==> src/rtl/cam_reg_init.sv <==
// Camera register initialisation sequencer: walks a {reg, val} table and issues
// one SCCB write per entry, with retry on NACK/timeout and inline delay entries.
module cam_reg_init #(
    parameter int DELAY_UNIT = 1000,
    parameter int GAP_CYCLES = 4,
    parameter int MAX_RETRY  = 3,
    parameter int TIMEOUT    = 1000
) (
    input  logic        clk,
    input  logic        rst,
    input  logic        start,
    output logic [7:0]  rom_addr,
    input  logic [15:0] rom_data,
    output logic        iic_wr_en,
    output logic [7:0]  iic_addr,
    output logic [7:0]  iic_wr_data,
    input  logic        iic_done,
    input  logic        iic_ack,
    output logic        busy,
    output logic        init_done,
    output logic        init_err,
    output logic [7:0]  err_index
);

    localparam int UW = (DELAY_UNIT > 1) ? $clog2(DELAY_UNIT) : 1;
    localparam int GW = (GAP_CYCLES > 1) ? $clog2(GAP_CYCLES) : 1;
    localparam int TW = (TIMEOUT > 1)    ? $clog2(TIMEOUT)    : 1;
    localparam int RW = (MAX_RETRY > 0)  ? $clog2(MAX_RETRY + 1) : 1;

    localparam logic [UW-1:0] UNIT_LAST = UW'(DELAY_UNIT - 1);
    localparam logic [GW-1:0] GAP_LAST  = GW'(GAP_CYCLES - 1);
    localparam logic [TW-1:0] TMO_LAST  = TW'(TIMEOUT - 1);
    localparam logic [RW-1:0] RETRY_MAX = RW'(MAX_RETRY);

    typedef enum logic [2:0] {
        S_IDLE, S_FETCH, S_ISSUE, S_WAIT, S_GAP, S_DELAY, S_DONE, S_ERR
    } state_t;

    state_t        state_q;
    logic [7:0]    idx_q;
    logic [7:0]    addr_q, data_q;
    logic          wr_en_q, busy_q, done_q, err_q;
    logic [7:0]    err_idx_q;
    logic [RW-1:0] retry_q;
    logic [TW-1:0] tmo_q;
    logic [GW-1:0] gap_q;
    logic [UW-1:0] unit_q;
    logic [7:0]    step_q;
    logic          pend_retry_q;   // GAP target: 1 = reissue same write, 0 = next entry
    logic          done_prev_q;

    logic done_rise_d;
    logic last_entry_d;

    assign done_rise_d  = iic_done & ~done_prev_q;
    assign last_entry_d = (idx_q == 8'hFF);

    // Sequencer FSM; every output is a register updated with the state edge.
    always_ff @(posedge clk) begin
        if (rst) begin
            state_q      <= S_IDLE;
            idx_q        <= 8'd0;
            addr_q       <= 8'd0;
            data_q       <= 8'd0;
            wr_en_q      <= 1'b0;
            busy_q       <= 1'b0;
            done_q       <= 1'b0;
            err_q        <= 1'b0;
            err_idx_q    <= 8'd0;
            retry_q      <= '0;
            tmo_q        <= '0;
            gap_q        <= '0;
            unit_q       <= '0;
            step_q       <= 8'd0;
            pend_retry_q <= 1'b0;
            done_prev_q  <= 1'b0;
        end else begin
            done_prev_q <= iic_done;
            wr_en_q     <= 1'b0;
            case (state_q)
                S_IDLE, S_DONE, S_ERR: begin
                    if (start) begin
                        state_q   <= S_FETCH;
                        idx_q     <= 8'd0;
                        done_q    <= 1'b0;
                        err_q     <= 1'b0;
                        err_idx_q <= 8'd0;
                        busy_q    <= 1'b1;
                    end
                end
                S_FETCH: begin
                    if (rom_data == 16'hFFFF) begin
                        state_q <= S_DONE;
                        done_q  <= 1'b1;
                        busy_q  <= 1'b0;
                    end else if (rom_data[15:8] == 8'hFF) begin
                        if (rom_data[7:0] == 8'd0) begin
                            // zero-length delay: skip straight to the next entry
                            if (last_entry_d) begin
                                state_q <= S_DONE;
                                done_q  <= 1'b1;
                                busy_q  <= 1'b0;
                            end else begin
                                idx_q <= idx_q + 8'd1;
                            end
                        end else begin
                            step_q  <= rom_data[7:0];
                            unit_q  <= '0;
                            state_q <= S_DELAY;
                        end
                    end else begin
                        addr_q  <= rom_data[15:8];
                        data_q  <= rom_data[7:0];
                        retry_q <= '0;
                        wr_en_q <= 1'b1;
                        state_q <= S_ISSUE;
                    end
                end
                S_ISSUE: begin
                    tmo_q   <= '0;
                    state_q <= S_WAIT;
                end
                S_WAIT: begin
                    if (done_rise_d && iic_ack) begin
                        pend_retry_q <= 1'b0;
                        gap_q        <= '0;
                        state_q      <= S_GAP;
                    end else if (done_rise_d || (tmo_q == TMO_LAST)) begin
                        if (retry_q < RETRY_MAX) begin
                            retry_q      <= retry_q + 1'b1;
                            pend_retry_q <= 1'b1;
                            gap_q        <= '0;
                            state_q      <= S_GAP;
                        end else begin
                            state_q   <= S_ERR;
                            err_q     <= 1'b1;
                            err_idx_q <= idx_q;
                            busy_q    <= 1'b0;
                        end
                    end else begin
                        tmo_q <= tmo_q + 1'b1;
                    end
                end
                S_GAP: begin
                    if (gap_q == GAP_LAST) begin
                        if (pend_retry_q) begin
                            wr_en_q <= 1'b1;
                            state_q <= S_ISSUE;
                        end else if (last_entry_d) begin
                            state_q <= S_DONE;
                            done_q  <= 1'b1;
                            busy_q  <= 1'b0;
                        end else begin
                            idx_q   <= idx_q + 8'd1;
                            state_q <= S_FETCH;
                        end
                    end else begin
                        gap_q <= gap_q + 1'b1;
                    end
                end
                S_DELAY: begin
                    // unit counter is the inner loop, step the outer one
                    if (unit_q == UNIT_LAST) begin
                        unit_q <= '0;
                        if (step_q == 8'd1) begin
                            if (last_entry_d) begin
                                state_q <= S_DONE;
                                done_q  <= 1'b1;
                                busy_q  <= 1'b0;
                            end else begin
                                idx_q   <= idx_q + 8'd1;
                                state_q <= S_FETCH;
                            end
                        end else begin
                            step_q <= step_q - 8'd1;
                        end
                    end else begin
                        unit_q <= unit_q + 1'b1;
                    end
                end
                default: state_q <= S_IDLE;
            endcase
        end
    end

    assign rom_addr    = idx_q;
    assign iic_wr_en   = wr_en_q;
    assign iic_addr    = addr_q;
    assign iic_wr_data = data_q;
    assign busy        = busy_q;
    assign init_done   = done_q;
    assign init_err    = err_q;
    assign err_index   = err_idx_q;

endmodule

==> config.mk <==
export PLATFORM = sky130hd
export DESIGN_NAME = cam_reg_init
export DESIGN_NICKNAME = d
export VERILOG_FILES = /design/src/rtl/cam_reg_init.sv
export SDC_FILE = /design/constraint.sdc
export NUM_CORES = 1
export LEC_CHECK = 0
export CORE_MARGIN = 2
export CORE_UTILIZATION = 55
export CTS_CLUSTER_SIZE = 25
export DETAILED_ROUTE_END_ITERATION = 8
export PLACE_DENSITY_LB_ADDON = 0.05
export SYNTH_ARGS = -nofsm -noshare
export SYNTH_HDL_FRONTEND = slang
export SYNTH_SLANG_ARGS = --single-unit
==> constraint.sdc <==
create_clock -name clk -period 5.1 [get_ports clk]
set_input_delay 1.53 -clock clk [delete_from_list [all_inputs] [get_ports clk]]
set_output_delay 1.53 -clock clk [all_outputs]
set_load 0.1 [all_outputs]
==> impl_metrics.tcl, run 1 <==
set metrics [dict create \
    timing.final.ws_setup_ps 1080 \
    synth_nets 518 \
    critPathCaptureType "register" \
    rr_endpoint "rom_addr[5]$_SDFFE_PP0P_" \
    max_cap_viol_count 0 \
    rsz0062_at_grt "false" \
    ys.warnings.count 0 \
    share_of_the_synthesized_area_in_the_top_cell_type_pct 36.9 \
    finalHoldViolCount 0 \
    worst_clk_skew_ps 13.7 \
    drt.antenna.violating_nets 0 \
    number_of_synthesized_register_bits 73 \
    r2r_start "state_q[2]$_SDFFE_PP0P_" \
    post_cts_hold_buffer_count 0 \
    r2r_cells 5 \
    crit_start "rom_data[5]" \
    period_minus_slack_ps 4020 \
    switching_share_of_power_pct 47.4 \
    root_buffer "sky130_fd_sc_hd__clkbuf_8" \
    netlist_top_cells_area "sky130_fd_sc_hd__dfxtp_1, sky130_fd_sc_hd__a21oi_1, sky130_fd_sc_hd__nor2_1" \
    worst_hold_path_type "reg2reg" \
    setup.worst_path.start_class "input pin" \
    worst_pin_slew_ps 986 \
    p_seq_share_pct 30.9 \
    grt_usage_pct 28.4 \
    nets_final 560 \
    boundaryPins 57 \
    dpl_worst_slack_ps 792 \
    post-cts-setup-buffers 0 \
    wl_per_cell_um 17.0 \
    wire_length_of_the_first_global_routing_pass_mm 17.7 \
    num-fill-cells 590 \
    numClockSinks 73 \
    run_status "finished, final reports clean" \
    final-seq-area_um2 1460 \
    clkSlewWorstSetupHoldPaths_ps 80 \
    fp-row-count 30 \
    dominant_cell_type_by_area_after_synthesis "sky130_fd_sc_hd__dfxtp_1" \
    gpl.final_weighted_congestion 0.881 \
    ys.flop_type "sky130_fd_sc_hd__dfxtp_1" \
    fp.dieW_um 88.9 \
    p_int_mw 1.24 \
    final_layout_size_suffix_gt1_share_pct 5.21 \
    area_inside_the_core_boundary_um2 6870 \
    die_area_um2 7900 \
    drv_slew 0 \
    endpoint "rom_addr[5]$_SDFFE_PP0P_" \
    syn_inst 490 \
    synth.lib_cells_used.distinct 63 \
    port_buffers 56 \
    cts_resized 0 \
    detailed_router_s_first_iteration_violation_count 349 \
    synth_seq_area_share_pct 36.9 \
    power_per_cell_area_nw_per_um2 492 \
    r2r_slack_ps 2100 \
    globalRouteOverflowTotal 0 \
    flow.area_growth_from_synthesis_pct 20.5 \
    post_drt_via_cell_ratio 6.47 \
    ys_async_sr_fraction_pct 0 \
    slew_headroom_pct 34.1 \
    cp.required_ps 5360 \
    setup.worst_path.class "in2reg" \
    dp_hpwl_mm 7.40 \
    count_of_flip_flops_with_a_built_in_enable_after_synthesis 0 \
    numCtsBuffers 9 \
    worst-endpoint-arrival_ps 4280 \
    share_comb_of_total_power_pct 47.0 \
    pin_count_of_the_biggest_net_entering_global_routing 60 \
    multi_input_area_um2 2350 \
    number_of_antenna_violations_at_the_first_check_in_global_routing 0 \
    clock.fmax_mhz 249 \
    initial_core_util_pct 57.7 \
    num_vias 4098 \
    finalCritPeriodShare_pct 78.8 \
    route.detailed.drc 0 \
    netlist_area_before_placement_um2 3960 \
    ctsLongestPathBuffers 2 \
    die_h_um 88.9 \
    cts_max_level 3 \
    clk_pwr_share_pct 22.0 \
    clkLatencyLatePin_ps 360 \
    peakVddDrop_uv 411 \
    cts_tree "built" \
    finalSetupTns_ps 0 \
    synth.avg_cell_area_um2 8.09 \
    count_of_antenna_diodes_in_the_layout 0 \
    report.final.setup_viol 0 \
    number_of_global_route_vias_before_repair 3838 \
    p_leak_nw 1.66 \
    switching_power_mw 1.11 \
    critical_path.max_fanout 6 \
    totalWireLength_mm 10.8 \
    dr.pass1.iters 5 \
]
placed cells by master, fill, tap and decap left out, drive strengths merged, types with 11 or more instances in the layout:
cell type / n
nand4: 12
nand3: 29
nor3: 12
nand2: 31
nand2b: 13
o21ai: 19
clkbuf: 11
o211ai: 12
a21oi: 50
nor2: 53
mux2i: 19
dfxtp: 73
clkdlybuf4s50: 55
cells in the mapped netlist (all sizes together), types with 3 or more instances:
library cell,instances
a21oi,50
inv,8
o2111ai,4
a31o,3
nand3b,5
nand2,31
o32ai,5
o21ai,19
a31oi,10
a211oi,6
ha,7
clkbuf,23
nor4,5
xnor2,3
o31ai,10
o41ai,3
nor2b,4
or4,6
or3,6
a311oi,5
o211ai,12
nor3,12
and3,7
a211o,5
mux2i,19
nand2b,13
nand4,12
dfxtp,73
buf,6
nand3,29
nor2,53
final cells by class:
| type | count | share of cell area (%) |
|---|---|---|
| Clock buffer | 11 | 2.96 |
| Tap cell | 96 | 2.52 |
| Multi-Input combinational cell | 379 | 49.3 |
| Sequential cell | 73 | 30.6 |
| Clock inverter | 5 | 1.65 |
| Timing Repair Buffer | 60 | 12.3 |
| Inverter | 9 | 0.707 |
worst min-delay path by stage:
stage / startpoint / end / slack (ps) / depth (start not counted)
floorplan: unit_q[9]$_SDFFE_PP0P_ / unit_q[9]$_SDFFE_PP0P_ / 440 / 1
global placement: init_err$_SDFFE_PP0P_ / init_err$_SDFFE_PP0P_ / 440 / 2
detailed placement: init_err$_SDFFE_PP0P_ / init_err$_SDFFE_PP0P_ / 450 / 2
CTS: init_err$_SDFFE_PP0P_ / init_err$_SDFFE_PP0P_ / 460 / 2
global route: init_err$_SDFFE_PP0P_ / init_err$_SDFFE_PP0P_ / 480 / 2
finish: init_err$_SDFFE_PP0P_ / init_err$_SDFFE_PP0P_ / 460 / 2
per-stage QoR:
stage	power [mW]	instances	hold WS [ps]	utilization, %	cell area, um^2
detailed placement	1.81	617	449	66.3	4560
CTS	2.32	633	460	69.5	4780
floorplan	1.58	490	441	-	3960
global route	2.45	633	479	69.5	4780
finish	2.35	633	461	69.5	4780
global placement	1.80	617	443	66.3	4560
critical path: stages:
cell	delay, ps
sky130_fd_sc_hd__clkdlybuf4s50_1	460
sky130_fd_sc_hd__nor4_1	510
sky130_fd_sc_hd__or4bb_1	630
sky130_fd_sc_hd__a211oi_1	690
sky130_fd_sc_hd__a31oi_1	170
sky130_fd_sc_hd__a211oi_1	270
layer usage:
layer	GRT usage, %	vias to the layer above	routed length [um]
met3	5.17	27	760
met1	36.2	1918	4580
met4	11.2	0	262
met2	47.8	195	5160
li1	-	1958	-
met5	0	-	0
power by group through the flow:
stage | registers, mW | logic (mW) | clock network, mW
6_report | 0.727 | 1.10 | 0.518
5_1_grt | 0.741 | 1.17 | 0.542
4_1_cts | 0.723 | 1.08 | 0.517
3_5_place_dp | 0.736 | 1.08 | 0
3_3_place_gp | 0.733 | 1.07 | 0
2_1_floorplan | 0.974 | 0.601 | 0
logic make-up (layout without fill, tap and decap cells):
family                     count (synthesis)  after routing  synth area share, %
xor gates and xnor gates                   3              3                0.663
buffers and inverters                     38             85                 3.82
and+or+nand+nor                          195            195                 25.3
DFF                                       73             73                 36.9
muxes                                     20             20                 5.08
AOI/OAI and AO/OA                        154            154                 26.0
adders and majority gates                  7              7                 2.21
registers in the layout, indices dropped and copies added (netlist names):
| name | cells |
|---|---|
| busy | 1 |
| done_prev_q | 1 |
| err_index | 8 |
| gap_q | 2 |
| iic_addr | 8 |
| iic_wr_data | 8 |
| iic_wr_en | 1 |
| init_done | 1 |
| init_err | 1 |
| pend_retry_q | 1 |
| retry_q | 2 |
| rom_addr | 8 |
| state_q | 3 |
| step_q | 8 |
| tmo_q | 10 |
| unit_q | 10 |
(Power assumes the default switching activity.)
==> inputs of run 2 (changes only) <==
clock period = 3.9 ns   (was 5.1 ns; I/O delays follow)
==> run 2 against run 1 <==
  * Global-route usage shrank 0.26 points
  * Die area is the same
  * Setup slack lost 690 ps
  * Routed wire length shrank 1.2%
  * Largest cell class unchanged
  * Cell count grew 1.3%
  * Non-clock buffer count grew 9
  * Sequential power grew 27%
==> impl_metrics.tcl, run 2 (same netlist as run 1, synthesis figures left out) <==
set metrics [dict create \
    boundaryPins 57 \
    place.detailed.instances 626 \
    number_of_antenna_violations_at_the_first_check_in_global_routing 0 \
    area_inside_the_core_boundary_um2 6870 \
    flow.area_growth_from_synthesis_pct 22.6 \
    drt.antenna.violating_nets 0 \
    finish.utilization_pct 70.8 \
    finalHoldViolCount 0 \
    p_leak_nw 1.74 \
    port_buffers 56 \
    gr-max-usage-layer "met2" \
    rsz0062_at_grt "false" \
    period_minus_slack_ps 3510 \
    count_of_antenna_diodes_in_the_layout 0 \
    global_route.usage.met2_pct 45.7 \
    pin_count_of_the_biggest_net_entering_global_routing 60 \
    slew_headroom_pct 33.3 \
    totalWireLength_mm 10.6 \
    setup.worst_path.start_class "input pin" \
    grtUsageMet1_pct 36.1 \
    numClockSinks 73 \
    globalRouteOverflowTotal 0 \
    wl_per_cell_um 16.6 \
    highest_count_cells_in_the_layout_ignoring_fill_and_taps "sky130_fd_sc_hd__dfxtp_1, sky130_fd_sc_hd__nor2_1, sky130_fd_sc_hd__a21oi_1" \
    worst_pin_slew_ps 997 \
    nets_final 569 \
    post_drt_via_cell_ratio 6.33 \
    gpl.final_weighted_congestion 0.898 \
    worst_hold_path_type "reg2reg" \
    worst_clk_skew_ps 3.74 \
    fp-row-count 30 \
    largestRegisters "tmo_q x10, unit_q x10" \
    report.final.setup_viol 0 \
    num-fill-cells 588 \
    layout_commonest_cell "sky130_fd_sc_hd__dfxtp_1" \
    detailed_router_s_first_iteration_violation_count 346 \
    run_status "finished, final reports clean" \
    worst-endpoint-arrival_ps 3760 \
    num_vias 4057 \
    cp.required_ps 4150 \
    critical_path.max_fanout 8 \
    die_h_um 88.9 \
    initial_core_util_pct 57.7 \
    root_buffer "sky130_fd_sc_hd__clkbuf_8" \
    setup.worst_path.class "in2reg" \
    dr.pass1.iters 6 \
    grt_usage_pct 28.1 \
    power_per_cell_area_nw_per_um2 665 \
    r2r_slack_ps 1100 \
    die_area_um2 7900 \
    wire_length_of_the_first_global_routing_pass_mm 17.5 \
    grtUsageMet3_pct 5.26 \
    ctsLongestPathBuffers 2 \
    max_cap_viol_count 0 \
    clock.fmax_mhz 285 \
    post-cts-setup-buffers 0 \
    route.detailed.drc 0 \
    finalSetupTns_ps 0 \
    dp_hpwl_mm 7.42 \
    cts_resized 0 \
    fin_cells 641 \
    critPathCaptureType "register" \
    post_cts_hold_buffer_count 0 \
    numCtsBuffers 9 \
    finalCritPeriodShare_pct 90.1 \
    clkSlewWorstSetupHoldPaths_ps 80 \
    number_of_global_route_vias_before_repair 3742 \
    fp.dieW_um 88.9 \
    drv_slew 0 \
    post_layout_total_power_mw 3.23 \
    cts_tree "built" \
    clkLatencyLatePin_ps 350 \
    cts_max_level 3 \
    final_layout_size_suffix_gt1_share_pct 8.81 \
    peakVddDrop_uv 500 \
]
[run 2: final cells by class]
type / instances / area (um^2) / area share (%)
Tap cell: 96 / 120 / 2.47
Clock buffer: 10 / 138 / 2.83
Timing Repair Buffer: 69 / 626 / 12.9
Sequential cell: 73 / 1460 / 30.1
Inverter: 9 / 33.8 / 0.695
Multi-Input combinational cell: 379 / 2350 / 48.4
Clock inverter: 5 / 128 / 2.63
[run 2: metal layers]
layer	vias up	part of all wire, %	wire, um
met4	0	3.0	321
met5	-	0	0
met3	34	6.4	678
li1	1968	-	-
met2	156	47	5000
met1	1899	44	4630
[run 2: worst paths after layout]
| check | startpoint | to | depth (start not counted) |
|---|---|---|---|
| setup / recovery | rom_data[5] | rom_addr[3]$_SDFFE_PP0P_ | 6 |
| hold / removal | err_index[5]$_SDFFE_PP0P_ | err_index[5]$_SDFFE_PP0P_ | 2 |
| setup reg to reg | state_q[0]$_SDFFE_PP0P_ | rom_addr[3]$_SDFFE_PP0P_ | 5 |
| hold reg to reg | err_index[5]$_SDFFE_PP0P_ | err_index[5]$_SDFFE_PP0P_ | 2 |
[run 2: report_power, final]
| part | switching, mW | internal [mW] |
|---|---|---|
| Clock | 0.290 | 0.504 |
| Sequential | 0.0978 | 0.822 |
| Combinational | 1.07 | 0.454 |
| Total | 1.45 | 1.78 |
[run 2: critical path: stages]
cell and delay (ps):
sky130_fd_sc_hd__clkdlybuf4s50_1 470, sky130_fd_sc_hd__nor4_1 520, sky130_fd_sc_hd__or4bb_1 600, sky130_fd_sc_hd__a211o_1 410
sky130_fd_sc_hd__o311a_1 390, sky130_fd_sc_hd__a41o_1 210
[run 2: through the flow]
step / area (um^2) / setup slack [ps] / hold slack (ps)
CTS: 4860 / 422 / 473
floorplan: 3960 / 783 / 441
finish: 4860 / 387 / 467
global route: 4860 / 227 / 488
detailed placement: 4600 / 106 / 463
global placement: 4600 / 208 / 443
==> inputs of run 3 (changes only) <==
CORE_UTILIZATION = 45   (was 55)
SLEW_MARGIN = 20   (was unset)
==> run 3 against run 2 <==
  * Critical path type unchanged
  * Clock power shrank 7.1%
  * Register-to-register slack gained 220 ps
  * Core utilization shrank 14 points
  * Hold slack gained 0.70 ps
  * Design area grew 0.44%
  * Combinational power grew 3%
  * Cell count grew 2.7%
  * Die area grew 21%
  * Critical endpoint unchanged
  * Sequential power shrank 2.7%
  * Non-clock buffer count grew 4
==> impl_metrics.tcl, run 3 (same netlist as run 1, synthesis figures left out) <==
set metrics [dict create \
    run_status "finished, final reports clean" \
    finalInstanceArea_um2 4880 \
    post_drt_via_cell_ratio 6.08 \
    placed_area_um2 4640 \
    clkLatencyLatePin_ps 360 \
    post_cts_hold_buffer_count 0 \
    die_h_um 97.9 \
    worst_pin_slew_ps 979 \
    clk_pwr_share_pct 23.1 \
    wl_per_cell_um 16.5 \
    drv_slew 0 \
    p_int_mw 1.74 \
    worst_clk_skew_ps 13.4 \
    cp_max_stage_delay_ps 590 \
    globalRouteOverflowTotal 0 \
    cts_resized 0 \
    slowest_stage "sky130_fd_sc_hd__or4bb_1" \
    timing.final.ws_setup_ps 511 \
    global_route.usage.met2_pct 36.1 \
    p_leak_nw 1.76 \
    peakVddDrop_uv 418 \
    post_layout_total_power_mw 3.19 \
    cp.required_ps 4150 \
    clkSlewWorstSetupHoldPaths_ps 80 \
    grt_usage_pct 22.6 \
    finalSetupTns_ps 0 \
    port_buffers 56 \
    period_minus_slack_ps 3390 \
    route.detailed.drc 0 \
    critPathCaptureType "register" \
    report.final.setup_viol 0 \
    grtUsageMet1_pct 29.8 \
    root_buffer "sky130_fd_sc_hd__clkbuf_8" \
    flow.area_growth_from_synthesis_pct 23.2 \
    worst_hold_path_type "reg2reg" \
    setup.worst_path.class "in2reg" \
    cts_tree "built" \
    wire_length_of_the_first_global_routing_pass_mm 17.8 \
    final_layout_size_suffix_gt1_share_pct 9.64 \
    p_seq_share_pct 28.0 \
    critical_path.max_fanout 5 \
    rsz0062_at_grt "false" \
    post-cts-setup-buffers 0 \
    num_vias 4001 \
    initial_core_util_pct 45.9 \
    worst-endpoint-arrival_ps 3640 \
    share_comb_of_total_power_pct 48.9 \
    finalHoldViolCount 0 \
    switching_share_of_power_pct 45.5 \
    finalCritPeriodShare_pct 86.9 \
    pin_count_of_the_biggest_net_entering_global_routing 60 \
    die_area_um2 9580 \
    dp_hpwl_mm 7.66 \
    area_inside_the_core_boundary_um2 8640 \
    gpl.final_weighted_congestion 0.930 \
    clock.fmax_mhz 295 \
    gr-max-usage-layer "met2" \
    totalWireLength_mm 10.8 \
    drt.antenna.violating_nets 0 \
    layout_commonest_cell "sky130_fd_sc_hd__dfxtp_1" \
    boundaryPins 57 \
    max_cap_viol_count 0 \
    number_of_global_route_vias_before_repair 3703 \
    numClockSinks 73 \
    cts_max_level 3 \
    nets_final 573 \
    timing.critical_path.cells "clkdlybuf4s50_1 > nor4_1 > or4bb_1 > a211o_1 > o311a_1 > a41o_1" \
    slew_headroom_pct 34.5 \
    numCtsBuffers 9 \
    number_of_antenna_violations_at_the_first_check_in_global_routing 0 \
    detailed_router_s_first_iteration_violation_count 253 \
    fp.dieW_um 97.9 \
    ctsLongestPathBuffers 2 \
    highest_count_cells_in_the_layout_ignoring_fill_and_taps "sky130_fd_sc_hd__dfxtp_1, sky130_fd_sc_hd__nor2_1, sky130_fd_sc_hd__a21oi_1" \
    power_per_cell_area_nw_per_um2 654 \
    dr.pass1.iters 5 \
    switching_power_mw 1.45 \
    fp-row-count 34 \
    setup.worst_path.start_class "input pin" \
    count_of_antenna_diodes_in_the_layout 0 \
    dpl_worst_slack_ps 194 \
    grtUsageMet3_pct 4.44 \
    largestRegisters "tmo_q x10, unit_q x10" \
]
-- run 3: critical path, delay by kind of cell --
family | cells | cell delay (ps)
AO/OA/AOI/OAI | 3 | 900
AND/OR/NAND/NOR | 2 | 1100
buffers and inverters | 1 | 460
-- run 3: per-stage QoR --
step                std cells  utilization (%)  hold WS (ps)
finish                    658             56.5           468
global route              658             56.5           490
CTS                       658             56.5           471
detailed placement        642             53.7           459
global placement          642             53.7           448
floorplan                 490                -           441
-- run 3: layout make-up --
type	count	area, um^2
clock inverter	5	103
tap	108	135
timing repair buffer	73	653
inverter	9	33.8
clock buffer	11	141
fill	825	3750
sequential	73	1460
multi-input combinational	379	2350
-- run 3: path summary, 6_finish.rpt --
path	cells past startpoint	from	endpoint	slack, ps
worst max-delay path	6	rom_data[5]	rom_addr[3]$_SDFFE_PP0P_	510
worst min-delay path	2	err_index[3]$_SDFFE_PP0P_	err_index[3]$_SDFFE_PP0P_	470
worst max register to register	5	step_q[2]$_SDFFE_PP0P_	rom_addr[3]$_SDFFE_PP0P_	1320
worst min register to register	2	err_index[3]$_SDFFE_PP0P_	err_index[3]$_SDFFE_PP0P_	470
-- run 3: power by group through the flow --
| stage | Sequential [mW] | Combinational, mW | Clock, mW |
|---|---|---|---|
| floorplan | 1.27 | 0.786 | 0 |
| global placement | 0.911 | 1.54 | 0 |
| detailed placement | 0.911 | 1.55 | 0 |
| CTS | 0.896 | 1.55 | 0.747 |
| global route | 0.911 | 1.67 | 0.780 |
| finish | 0.895 | 1.56 | 0.738 |
-- run 3: layer usage --
layer / vias up / share of wire [%] / wire, um
met5: - / 0 / 0
met4: 0 / 2.7 / 298
met3: 21 / 5.3 / 572
met2: 107 / 47 / 5090
met1: 1894 / 45 / 4880
li1: 1979 / - / -
